## config.mk

```make
export PLATFORM = sky130hd
export DESIGN_NAME = uart_rx
export DESIGN_NICKNAME = d
export VERILOG_FILES = /design/src/rtl/uart_pkg.sv /design/src/rtl/uart_sync.sv /design/src/rtl/uart_rx.sv
export SDC_FILE = /design/constraint.sdc
export NUM_CORES = 1
export LEC_CHECK = 0
export ABC_AREA = 1
export CORE_ASPECT_RATIO = 0.9
export CORE_MARGIN = 4
export CORE_UTILIZATION = 35
export CTS_CLUSTER_DIAMETER = 50
export DETAILED_ROUTE_END_ITERATION = 10
export PLACE_DENSITY = 0.62
export SLEW_MARGIN = 0
export SYNTH_ARGS = -nofsm -noshare
export SYNTH_HDL_FRONTEND = slang
export SYNTH_SLANG_ARGS = --single-unit
```

## constraint.sdc

```tcl
create_clock -name clk -period 2.8 [get_ports clk]
set_input_delay 0.56 -clock clk [delete_from_list [all_inputs] [get_ports clk]]
set_output_delay 0.56 -clock clk [all_outputs]
set_load 0.05 [all_outputs]
```

## src/rtl/uart_pkg.sv

```systemverilog
// Shared UART definitions for the RX, TX and baud-generator paths.
// Frame format: idle-high line, 1 start, UART_DATA_BITS LSB-first data bits, 1 stop.
package uart_pkg;

    localparam int UART_OVERSAMPLE = 16;
    localparam int UART_DATA_BITS  = 8;
    localparam int UART_FRAME_BITS = 10;

    typedef enum logic [2:0] {
        IDLE      = 3'd0,
        START     = 3'd1,
        DATA      = 3'd2,
        STOP      = 3'd3,
        WAIT_IDLE = 3'd4
    } uart_state_e;

endpackage

```

## src/rtl/uart_sync.sv

```systemverilog
// Two-flop synchronizer for an asynchronous single-bit input; 2 clk latency.
// Both flops reset to RESET_VAL so the synchronized line starts at its idle level.
module uart_sync #(
    parameter logic RESET_VAL = 1'b1
) (
    input  logic clk,
    input  logic rst,
    input  logic d,
    output logic q
);

    logic meta_q;
    logic sync_q;

    always_ff @(posedge clk or posedge rst) begin
        if (rst) begin
            meta_q <= RESET_VAL;
            sync_q <= RESET_VAL;
        end else begin
            meta_q <= d;
            sync_q <= meta_q;
        end
    end

    assign q = sync_q;

endmodule

```

## src/rtl/uart_rx.sv

```systemverilog
// Oversampling UART receiver: mid-bit sampling, one-clk rx_valid / frame_err strobes.
// Latency: 2 clk synchronizer plus the frame itself; no backpressure, the consumer must take rx_data on rx_valid.
module uart_rx
    import uart_pkg::*;
#(
    parameter int OVERSAMPLE = UART_OVERSAMPLE,
    parameter int DATA_BITS  = UART_DATA_BITS
) (
    input  logic                 clk,
    input  logic                 rst,
    input  logic                 os_tick,
    input  logic                 rx_in,
    output logic [DATA_BITS-1:0] rx_data,
    output logic                 rx_valid,
    output logic                 frame_err,
    output logic                 rx_busy
);

    localparam int TW = $clog2(OVERSAMPLE);
    localparam int BW = $clog2(DATA_BITS) + 1;

    localparam logic [TW-1:0] TICK_MID  = TW'(OVERSAMPLE / 2 - 1);
    localparam logic [TW-1:0] TICK_LAST = TW'(OVERSAMPLE - 1);
    localparam logic [BW-1:0] BIT_LAST  = BW'(DATA_BITS - 1);

    logic rxs;

    uart_sync #(
        .RESET_VAL(1'b1)
    ) u_sync (
        .clk (clk),
        .rst (rst),
        .d   (rx_in),
        .q   (rxs)
    );

    uart_state_e          state_q,     state_d;
    logic [TW-1:0]        tick_cnt_q,  tick_cnt_d;
    logic [BW-1:0]        bit_cnt_q,   bit_cnt_d;
    logic [DATA_BITS-1:0] shift_q,     shift_d;
    logic [DATA_BITS-1:0] rx_data_q,   rx_data_d;
    logic                 rx_valid_q,  rx_valid_d;
    logic                 frame_err_q, frame_err_d;
    logic                 rx_busy_q,   rx_busy_d;

    always_ff @(posedge clk or posedge rst) begin
        if (rst) begin
            state_q     <= IDLE;
            tick_cnt_q  <= '0;
            bit_cnt_q   <= '0;
            shift_q     <= '0;
            rx_data_q   <= '0;
            rx_valid_q  <= 1'b0;
            frame_err_q <= 1'b0;
            rx_busy_q   <= 1'b0;
        end else begin
            state_q     <= state_d;
            tick_cnt_q  <= tick_cnt_d;
            bit_cnt_q   <= bit_cnt_d;
            shift_q     <= shift_d;
            rx_data_q   <= rx_data_d;
            rx_valid_q  <= rx_valid_d;
            frame_err_q <= frame_err_d;
            rx_busy_q   <= rx_busy_d;
        end
    end

    always_comb begin
        state_d     = state_q;
        tick_cnt_d  = tick_cnt_q;
        bit_cnt_d   = bit_cnt_q;
        shift_d     = shift_q;
        rx_data_d   = rx_data_q;
        rx_valid_d  = 1'b0;
        frame_err_d = 1'b0;

        case (state_q)
            IDLE: begin
                // Start edge is taken on any clk so back-to-back frames lose at most one tick of phase.
                if (!rxs) begin
                    state_d    = START;
                    tick_cnt_d = '0;
                end
            end

            START: begin
                if (os_tick) begin
                    if (tick_cnt_q == TICK_MID) begin
                        if (!rxs) begin
                            state_d    = DATA;
                            tick_cnt_d = '0;
                            bit_cnt_d  = '0;
                        end else begin
                            state_d = IDLE;
                        end
                    end else begin
                        tick_cnt_d = tick_cnt_q + 1'b1;
                    end
                end
            end

            DATA: begin
                if (os_tick) begin
                    if (tick_cnt_q == TICK_LAST) begin
                        shift_d    = {rxs, shift_q[DATA_BITS-1:1]};
                        tick_cnt_d = '0;
                        bit_cnt_d  = bit_cnt_q + 1'b1;
                        if (bit_cnt_q == BIT_LAST) begin
                            state_d = STOP;
                        end
                    end else begin
                        tick_cnt_d = tick_cnt_q + 1'b1;
                    end
                end
            end

            STOP: begin
                if (os_tick) begin
                    if (tick_cnt_q == TICK_LAST) begin
                        tick_cnt_d = '0;
                        if (rxs) begin
                            rx_data_d  = shift_q;
                            rx_valid_d = 1'b1;
                            state_d    = IDLE;
                        end else begin
                            frame_err_d = 1'b1;
                            state_d     = WAIT_IDLE;
                        end
                    end else begin
                        tick_cnt_d = tick_cnt_q + 1'b1;
                    end
                end
            end

            WAIT_IDLE: begin
                if (rxs) begin
                    state_d = IDLE;
                end
            end

            default: begin
                state_d = IDLE;
            end
        endcase

        rx_busy_d = (state_d != IDLE);
    end

    assign rx_data   = rx_data_q;
    assign rx_valid  = rx_valid_q;
    assign frame_err = frame_err_q;
    assign rx_busy   = rx_busy_q;

endmodule

```

# --- After elaboration in Yosys (flattened, before gate mapping) ---
# Index checks and enable logic that the tools add are counted.
# Widths: inputs -> output; s select.
classes:
  n_addsub: 2
  n_eq_ne: 13
  n_mux: 32
  reduce_logical: 9
ops:
  columns: ["op", "count"]
  rows:
  - ["$mux 4", 10]
  - ["$mux 3", 10]
  - ["$pmux 3 s5", 1]
  - ["$pmux 4 s3", 1]
  - ["$ne 2x2->1 const B", 5]
  - ["$add 4x1->4 const B", 2]
  - ["$eq 4x3->1 const B", 2]
  - ["$mux 1", 8]
  - ["$pmux 4 s2", 1]
  - ["$eq 3x2->1 const B", 2]
  - ["$reduce_and 3->1", 2]
  - ["$reduce_and 6->1", 1]
  - ["$reduce_bool 3->1", 2]
  - ["$eq 4x4->1 const B", 1]
  - ["$reduce_and 4->1", 1]
  - ["$eq 3x1->1 const B", 1]
  - ["$eq 3x3->1 const B", 1]
  - ["$logic_not 3->1", 1]
  - ["$mux 2", 1]
  - ["$ne 2x1->1 const B", 1]
  - ["$reduce_bool 2->1", 1]
  - ["$reduce_or 2->1", 1]
totals:
  regBits: 32
  wordCells: 66

# --- Longest topological paths before layout ---
# Gate-level depths: netlist of the first run.
depth:
  word_depth: 6
  ltp_mapped: 9
  mapped_depth_nobuf: 9

# --- By module ---
# From an unflattened synthesis of the first run, not the netlist that was laid out.
unflattened:
  hier_cells: 181
  hier_area_um2: 1601.5
by_module_without_submodules:
  columns: ["module", "instances", "cells_each", "area_each_um2", "seq_area_each_um2"]
  rows:
  - ["uart_rx", 1, 178, 1545.2, 750.7]
  - ["uart_sync", 1, 3, 56.3, 52.6]

# --- Worst setup path before layout of the first run ---
# OpenSTA, ideal clock, no wires.
synth_path:
  path_type: "reg-to-reg"
  from: "register tick_cnt_q[0]"
  to: "register rx_data_q[1], in the netlist rx_data[1]"
  setup_time_ps: 120
  arrival_ps: 1290
  path_slack_ps: 1390
  path_stages_with_launch: 8
  synth_period_minus_slack_ps: 1410
  cell_sequence: "dfrtp_1 > ha_1 > nand4_2 > inv_1 > nand3_2 > buf_6 > nand2_1 > o21ai_2"
synth_via:
  elab_chain_len: 2
synth_rtl:
  columns: ["item", "line", "rtl"]
  rows:
  - ["from (decl)", "uart_rx.sv:38", "logic [TW-1:0] tick_cnt_q, tick_cnt_d;"]
  - ["from (signal assigned)", "uart_rx.sv:58", "tick_cnt_q <= tick_cnt_d;"]
  - ["$eq 4x4->1", "uart_rx.sv:119", "if (tick_cnt_q == TICK_LAST) begin"]
  - ["$reduce_and 4->1 (no source line)", null, null]
  - ["to (signal assigned)", "uart_rx.sv:61", "rx_data_q <= rx_data_d;"]
  - ["to (decl)", "uart_rx.sv:41", "logic [DATA_BITS-1:0] rx_data_q, rx_data_d;"]
# Every way passes these cells.
# A chain may end at the register's enable or synchronous reset.

# --- Final worst setup path of the first run ---
layout_path:
  from: "register rx_data_q[5], in the netlist rx_data[5]"
  to: "output port rx_data[5]"
layout_rtl:
  columns: ["item", "line", "rtl"]
  rows:
  - ["to (decl)", "uart_rx.sv:13", "output logic [DATA_BITS-1:0] rx_data,"]
# No word-level cell between the ends.

==> impl_results.md, run 1 <==
* Max-cap violation count at 0
* Adder-Cell Fraction of Synth Area at 0.0165
* CP Cell Sequence: clkdlybuf4s50_1
* CTS tree: done
* Largest net degree at the start of global routing at 33
* Place WS at 743 ps
* Core region area at 4130 µm²
* Final instance area at 1810 µm²
* XOR/XNOR share of the synthesized area at 0.00578
* Syn Std Cell Area at 1520 µm²
* Rows at 22
* WL met1 at 1.41 mm
* Synthesized Nets at 189
* # DRC at 0
* Fmax at 496 MHz
* CP endpoint kind: output port
* Critical path class: flip-flop to output port
* WP data arrival at 1460 ps
* Fin. max-slew vios at 0
* Yosys top cell area share at 0.495
* Clk sinks at 32
* Placed Cells incl. Taps at 244
* Depth of the CTS H-tree at 2
* Metal3 WL at 116 µm
* Met2 WL at 1.35 mm
* Delay-heaviest family, CP: buffers and inverters
* Global Route Usage Sum at 0.126
* Post-route ant nets at 0
* Setup bufs post-CTS at 0
* Starting Density at 0.367
* Warnings, synthesis at 0
* Post-synthesis mux area share at 0
* CTS resizes at 0
* CP max FO at 2
* Crit path required time at 2240 ps
* Commonest non-fill, non-tap cells in the layout: 60 x nand2_1, 30 x dfrtp_1, 22 x inv_1
* DIE HEIGHT at 70.4 µm
* Placed Area at 1700 µm²
* Largest area contributor in the netlist: dfrtp_1
* Worst slew pin tran at 502 ps
* Finish-stage setup viols at 0
* CTS Hold Buffers Added at 0
* Via count at 1201
* Synth top area cells: dfrtp_1 50%, nand2_1 15%, nand3_1 6.3%
* Slew HR at 0.665
* Outcome: finished, final reports clean
* Clock latency on the worst-skew pair at 280 ps
* CTS root buf: clkbuf_8
* Worst-path clk slew at 70 ps
* Total CTS buffers at 5
* DR WL/cell at 11.6 µm
* Die Wd at 77.4 µm
* Total grt overflow at 0
* Hold crit path type: flip-flop to flip-flop
* LEAKAGE at 0.943 nW
* Initial antenna violation count at 0
* Crit-path max cell delay at 810 ps
* Peak supply drop at 0.000330 V
* Max Clock Skew at 7.93 ps
* Fillers at 422
* Commonest non-fill, non-tap cell in the layout: nand2_1
* Io pins at 15
* Simple-Gate Fraction of Synth Area at 0.300
* RePlAce Congestion at 0.846
* Final min period at 2020 ps
* Top layer in use: met4
* 1st-pass router iterations at 4
* Worst setup SP type: flip-flop
* P&R area growth vs syn at 19.6%
* Synth Register Bits at 32
* Vias in the first global route at 1209
* N_diodes at 0
* Setup TNS at 0 ps
* RSZ-0062 raised after global routing: false
* Port bufs at 14
* Syn Area/Cell at 8.28 µm²
* Cells after Synth at 183
* Largest family of logic cells by synthesized area: simple AND/OR/NAND/NOR gates
* Unique masters post-synth at 19
* Routed WL at 2.92 mm
* Drt initial violations at 67
* HPWL after DPL at 2.09 mm
* Synth Area in Compound Gates at 0.0735
* PD cells at 780 nW/µm²
* Final Net Count at 209
* Clock Tree Buf Depth at 2
* Fin. Hold Viols at 0
* Final worst-path setup slack at 782 ps
* Die area at 5450 µm²
* Buf+Inv Stages, Crit Path at 1
* Share of cells above drive strength 1 at 0.123
* Final std cells w/o fill at 252
* CP max stage cell: clkdlybuf4s50_1
* Register area share after synthesis at 0.530
* First-pass GRT wire length at 5.39 mm
* Via/cell ratio at 4.77
* Crit share post-route at 0.721
-- sequential cells by signal, indices dropped and copies added, names as in the netlist --
| register | cells |
|---|---|
| rx_data | 8 |
| state_q | 3 |
| u_sync.q | 1 |
| shift_q | 8 |
| rx_busy | 1 |
| u_sync.meta_q | 1 |
| rx_valid | 1 |
| frame_err | 1 |
| bit_cnt_q | 4 |
| tick_cnt_q | 4 |
-- area by class of cell --
class                           instances  area [µm²]  share of cell area
Timing Repair Buffer                   15         148              0.0815
Sequential cell                        32         803               0.443
Multi-Input combinational cell        124         599               0.331
Clock inverter                          2        35.0              0.0193
Clock buffer                            6        72.6              0.0401
Tap cell                               48        60.1              0.0331
Inverter                               25        93.8              0.0518
-- kinds of logic after synthesis --
kind of cell | count (synthesis)
flip-flops | 32
adder cells (fa/ha/maj) | 2
AO/OA/AOI/OAI | 17
AND/OR/NAND/NOR | 104
buffers and inverters | 27
XOR/XNOR | 1
-- final timing paths --
| kind | startpoint | cells after the start | slack [ps] | end |
|---|---|---|---|---|
| max | rx_data[5]$_DFFE_PP0P_ | 1 | 780 | rx_data[5] |
| max reg2reg | tick_cnt_q[0]$_DFFE_PP0P_ | 7 | 1090 | rx_data[0]$_DFFE_PP0P_ |
| min reg2reg | u_sync.meta_q$_DFF_PP1_ | 0 | 360 | u_sync.q$_DFF_PP1_ |
| min in group asynchronous | rst | 3 | 660 | tick_cnt_q[1]$_DFFE_PP0P_ |
| min | u_sync.meta_q$_DFF_PP1_ | 0 | 360 | u_sync.q$_DFF_PP1_ |
| max in group asynchronous | rst | 3 | 1820 | u_sync.q$_DFF_PP1_ |
-- Yosys cell counts --
library cell  number
nor2_1            15
inv_2              3
inv_1             22
buf_6              1
nand2_1           60
nor2_4             1
o21ai_0           10
o21ai_2            7
nand3_1           19
dfstp_2            2
or2_0              1
nand4_1            4
nand3_2            1
ha_1               2
nand2_2            2
nand4_2            1
dfrtp_1           30
buf_4              1
xnor2_1            1
-- per-layer routing --
| metal | up-vias | track usage |
|---|---|---|
| met5 | - | 0 |
| met4 | 0 | 0.0613 |
| met3 | 4 | 0.0361 |
| met2 | 22 | 0.192 |
| met1 | 558 | 0.163 |
| li1 | 617 | - |
-- power by group --
part | leakage (nW) | switching, W | total (W) | internal [W]
Sequential | 0.396 | 0.0000641 | 0.000587 | 0.000523
Clock | 0.0552 | 0.000171 | 0.000435 | 0.000264
Combinational | 0.492 | 0.000261 | 0.000390 | 0.000129
Total | 0.943 | 0.000497 | 0.00141 | 0.000916
-- stage by stage --
step                       util  power [W]  hold slack [ps]
after floorplan               -   0.000879              345
after global placement    0.413   0.000978              347
after detailed placement  0.413   0.000985              348
after CTS                 0.439    0.00143              358
after global routing      0.439    0.00152              360
final                     0.439    0.00141              357
(Power assumes the default switching activity.)
==> run 2, diff against run 1 <==
clock period = 2 ns   (was 2.8 ns; I/O delays follow)
==> impl_results.md, run 2 (same netlist as run 1, synthesis figures left out) <==
* Worst slew pin tran at 503 ps
* # DRC at 0
* Final min period at 1850 ps
* Final Net Count at 210
* Psw at 0.000693 W
* Clock latency on the worst-skew pair at 290 ps
* Port bufs at 14
* Pwr Total at 0.00197 W
* Total CTS buffers at 5
* Via/cell ratio at 4.68
* P&R area growth vs syn at 20.1%
* Fin. Hold Viols at 0
* Largest net degree at the start of global routing at 33
* Delay-heaviest family, CP: buffers and inverters
* Rows at 22
* Final instance area at 1820 µm²
* Total grt overflow at 0
* CTS resizes at 0
* 1st-pass router iterations at 4
* Sw Share at 0.351
* CP Cell Sequence: clkdlybuf4s50_1
* Core region area at 4130 µm²
* Flop pwr share at 0.415
* Fmax at 539 MHz
* Die Wd at 77.4 µm
* Clock Tree Buf Depth at 2
* CTS Hold Buffers Added at 0
* Commonest non-fill, non-tap cell in the layout: nand2_1
* Commonest non-fill, non-tap cells in the layout: 60 x nand2_1, 30 x dfrtp_1, 22 x inv_1
* CP max FO at 2
* Post-route ant nets at 0
* Routed WL at 2.84 mm
* RSZ-0062 raised after global routing: false
* PD cells at 1090 nW/µm²
* Depth of the CTS H-tree at 2
* WP data arrival at 1450 ps
* Max Clock Skew at 10.4 ps
* Peak supply drop at 0.000407 V
* CP max stage cell: clkdlybuf4s50_1
* Finished Core Util at 0.441
* DIE HEIGHT at 70.4 µm
* Finish-stage setup viols at 0
* Fin. max-slew vios at 0
* N_diodes at 0
* Outcome: finished, final reports clean
* Crit share post-route at 0.927
* Crit path required time at 1600 ps
* Via count at 1183
* RePlAce Congestion at 0.835
* Logic pwr share at 0.275
* Share of cells above drive strength 1 at 0.127
* CP endpoint kind: output port
* Global Route Usage Sum at 0.119
* LEAKAGE at 0.949 nW
* Critical path class: flip-flop to output port
* DR WL/cell at 11.2 µm
* Worst-path clk slew at 70 ps
* Max-cap violation count at 0
* First-pass GRT wire length at 5.07 mm
* Placed Area at 1710 µm²
* CTS tree: done
* Buf+Inv Stages, Crit Path at 1
* Starting Density at 0.367
* Internal at 0.00128 W
* Slew HR at 0.664
* CTS root buf: clkbuf_8
* Worst setup SP type: flip-flop
* Vias in the first global route at 1136
* Hold crit path type: flip-flop to flip-flop
* Clk sinks at 32
* Initial antenna violation count at 0
* Drt initial violations at 66
* HPWL after DPL at 2.03 mm
* Io pins at 15
* Setup TNS at 0 ps
* Setup bufs post-CTS at 0
* Die area at 5450 µm²
* Crit-path max cell delay at 810 ps
* Clk pwr share at 0.310
* WHS at 356 ps
[run 2: area by class of cell]
type	instances	area, µm²
Inverter	25	93.8
Fill cell	433	2310
Multi-Input combinational cell	124	599
Tap cell	48	60.1
Clock inverter	2	35.0
Clock buffer	6	72.6
Timing Repair Buffer	16	155
Sequential cell	32	803
[run 2: metal layers]
| metal | track usage | share of wire | vias to the layer above | wire length (µm) |
|---|---|---|---|---|
| li1 | - | - | 620 | - |
| met1 | 0.154 | 0.49 | 537 | 1400 |
| met2 | 0.177 | 0.44 | 20 | 1260 |
| met3 | 0.0438 | 0.045 | 6 | 128 |
| met4 | 0.0534 | 0.019 | 0 | 54 |
| met5 | 0 | 0 | - | 0 |
[run 2: stage by stage]
| stage | worst slack [ps] | cells |
|---|---|---|
| after floorplan | 590 | 183 |
| after global placement | 131 | 245 |
| after detailed placement | 99.9 | 245 |
| after CTS | 130 | 253 |
| after global routing | 45.8 | 253 |
| final | 146 | 253 |
[run 2: power groups by stage]
stage / clock network [W] / registers (W) / logic, W
after floorplan: 0 / 0.000867 / 0.000365
after global placement: 0 / 0.000830 / 0.000542
after detailed placement: 0 / 0.000830 / 0.000547
after CTS: 0.000633 / 0.000818 / 0.000547
after global routing: 0.000666 / 0.000830 / 0.000621
final: 0.000612 / 0.000819 / 0.000543
[run 2: final timing paths]
path	startpoint	to	slack, ps	cells past startpoint
min in group asynchronous	rst	tick_cnt_q[2]$_DFFE_PP0P_	490	3
setup reg to reg	tick_cnt_q[0]$_DFFE_PP0P_	rx_data[7]$_DFFE_PP0P_	260	7
max in group asynchronous	rst	u_sync.q$_DFF_PP1_	1190	3
setup / recovery	rx_data[3]$_DFFE_PP0P_	rx_data[3]	150	1
hold reg to reg	u_sync.meta_q$_DFF_PP1_	u_sync.q$_DFF_PP1_	360	0
hold / removal	u_sync.meta_q$_DFF_PP1_	u_sync.q$_DFF_PP1_	360	0
==> run 3, diff against run 2 <==
GPL_TIMING_DRIVEN = 0   (was unset)
==> impl_results.md, run 3 (same netlist as run 1, synthesis figures left out) <==
* Internal at 0.00129 W
* Clk sinks at 32
* Clock Tree Buf Depth at 2
* Largest net degree at the start of global routing at 33
* Fmax at 539 MHz
* P&R area growth vs syn at 22.6%
* Vias in the first global route at 1210
* LEAKAGE at 0.962 nW
* CTS Hold Buffers Added at 0
* Sw Share at 0.356
* Crit path required time at 1600 ps
* Die area at 5450 µm²
* DR WL/cell at 11.3 µm
* Setup TNS at 0 ps
* HPWL after DPL at 2.11 mm
* CTS tree: done
* Rows at 22
* Critical path class: flip-flop to output port
* Hold crit path type: flip-flop to flip-flop
* Fillers at 403
* CP max stage cell: clkdlybuf4s50_1
* CP endpoint kind: output port
* Drt initial violations at 66
* Commonest non-fill, non-tap cells in the layout: 60 x nand2_1, 30 x dfrtp_1, 22 x inv_1
* Total CTS buffers at 5
* CP Cell Sequence: clkdlybuf4s50_1
* Fin. Hold Viols at 0
* Worst-path clk slew at 80 ps
* Worst setup SP type: flip-flop
* Logic pwr share at 0.271
* RePlAce Congestion at 0.788
* CTS resizes at 0
* RSZ-0062 raised after global routing: false
* Share of cells above drive strength 1 at 0.136
* Post-route ant nets at 0
* DIE HEIGHT at 70.4 µm
* CTS root buf: clkbuf_8
* Clock latency on the worst-skew pair at 290 ps
* Port bufs at 14
* CP max FO at 2
* Max Clock Skew at 6.45 ps
* Max-cap violation count at 0
* Buf+Inv Stages, Crit Path at 1
* Routed WL at 2.88 mm
* 1st-pass router iterations at 4
* Via count at 1190
* Total grt overflow at 0
* Depth of the CTS H-tree at 2
* Setup bufs post-CTS at 0
* Crit share post-route at 0.928
* Peak supply drop at 0.000710 V
* Fin. max-slew vios at 0
* Initial antenna violation count at 0
* Commonest non-fill, non-tap cell in the layout: nand2_1
* Finished Core Util at 0.450
* Via/cell ratio at 4.69
* Worst slew pin tran at 500 ps
* Final Net Count at 211
* Starting Density at 0.367
* Die Wd at 77.4 µm
* Outcome: finished, final reports clean
* Final min period at 1860 ps
* Psw at 0.000713 W
* Slew HR at 0.666
* Crit-path max cell delay at 810 ps
* Delay-heaviest family, CP: buffers and inverters
* Clk pwr share at 0.319
* Global Route Usage Sum at 0.122
* # DRC at 0
* WP data arrival at 1460 ps
* First-pass GRT wire length at 5.26 mm
* Io pins at 15
* Flop pwr share at 0.410
* N_diodes at 0
* Finish-stage setup viols at 0
* PD cells at 1080 nW/µm²
* Core region area at 4130 µm²
==> run 3: layout make-up <==
cell class | count | area [µm²] | area share
Clock inverter | 3 | 46.3 | 0.0249
Clock buffer | 5 | 68.8 | 0.0370
Multi-Input combinational cell | 124 | 599 | 0.323
Tap cell | 48 | 60.1 | 0.0323
Buffer | 2 | 18.8 | 0.0101
Inverter | 25 | 93.8 | 0.0505
Sequential cell | 32 | 803 | 0.432
Timing Repair Buffer | 15 | 168 | 0.0902
==> run 3: final timing paths <==
check | cells after the start | from | to | slack, ps
worst max-delay path | 1 | rx_data[2]$_DFFE_PP0P_ | rx_data[2] | 140
worst min register to register | 0 | u_sync.meta_q$_DFF_PP1_ | u_sync.q$_DFF_PP1_ | 360
worst max register to register | 7 | tick_cnt_q[0]$_DFFE_PP0P_ | rx_data[1]$_DFFE_PP0P_ | 340
max in group asynchronous | 3 | rst | bit_cnt_q[0]$_DFFE_PP0P_ | 1160
worst min-delay path | 0 | u_sync.meta_q$_DFF_PP1_ | u_sync.q$_DFF_PP1_ | 360
min in group asynchronous | 2 | rst | tick_cnt_q[3]$_DFFE_PP0P_ | 390
==> run 3: layer usage <==
metal | vias up | wire, µm | part of all wire | global-route usage
li1 | 621 | - | - | -
met1 | 544 | 1400 | 0.48 | 0.160
met2 | 19 | 1320 | 0.46 | 0.187
met3 | 6 | 118 | 0.041 | 0.0438
met4 | 0 | 42 | 0.015 | 0.0415
met5 | - | 0 | 0 | 0
==> run 3: power by group through the flow <==
stage          logic (W)  registers (W)  clock network [W]
2_1_floorplan   0.000365       0.000867                  0
3_3_place_gp    0.000532       0.000828                  0
3_5_place_dp    0.000539       0.000835                  0
4_1_cts         0.000540       0.000822           0.000653
5_1_grt         0.000619       0.000841           0.000685
6_report        0.000543       0.000822           0.000639
==> run 3: stage by stage <==
step	cell area [µm²]	total power [W]	hold WS (ps)	std cells	setup slack, ps
final	1860	0.00200	361	254	145
after CTS	1830	0.00202	361	253	127
after global placement	1720	0.00136	345	245	95.5
after global routing	1860	0.00214	365	254	88.4
after floorplan	1520	0.00123	345	183	590
after detailed placement	1720	0.00137	351	245	101
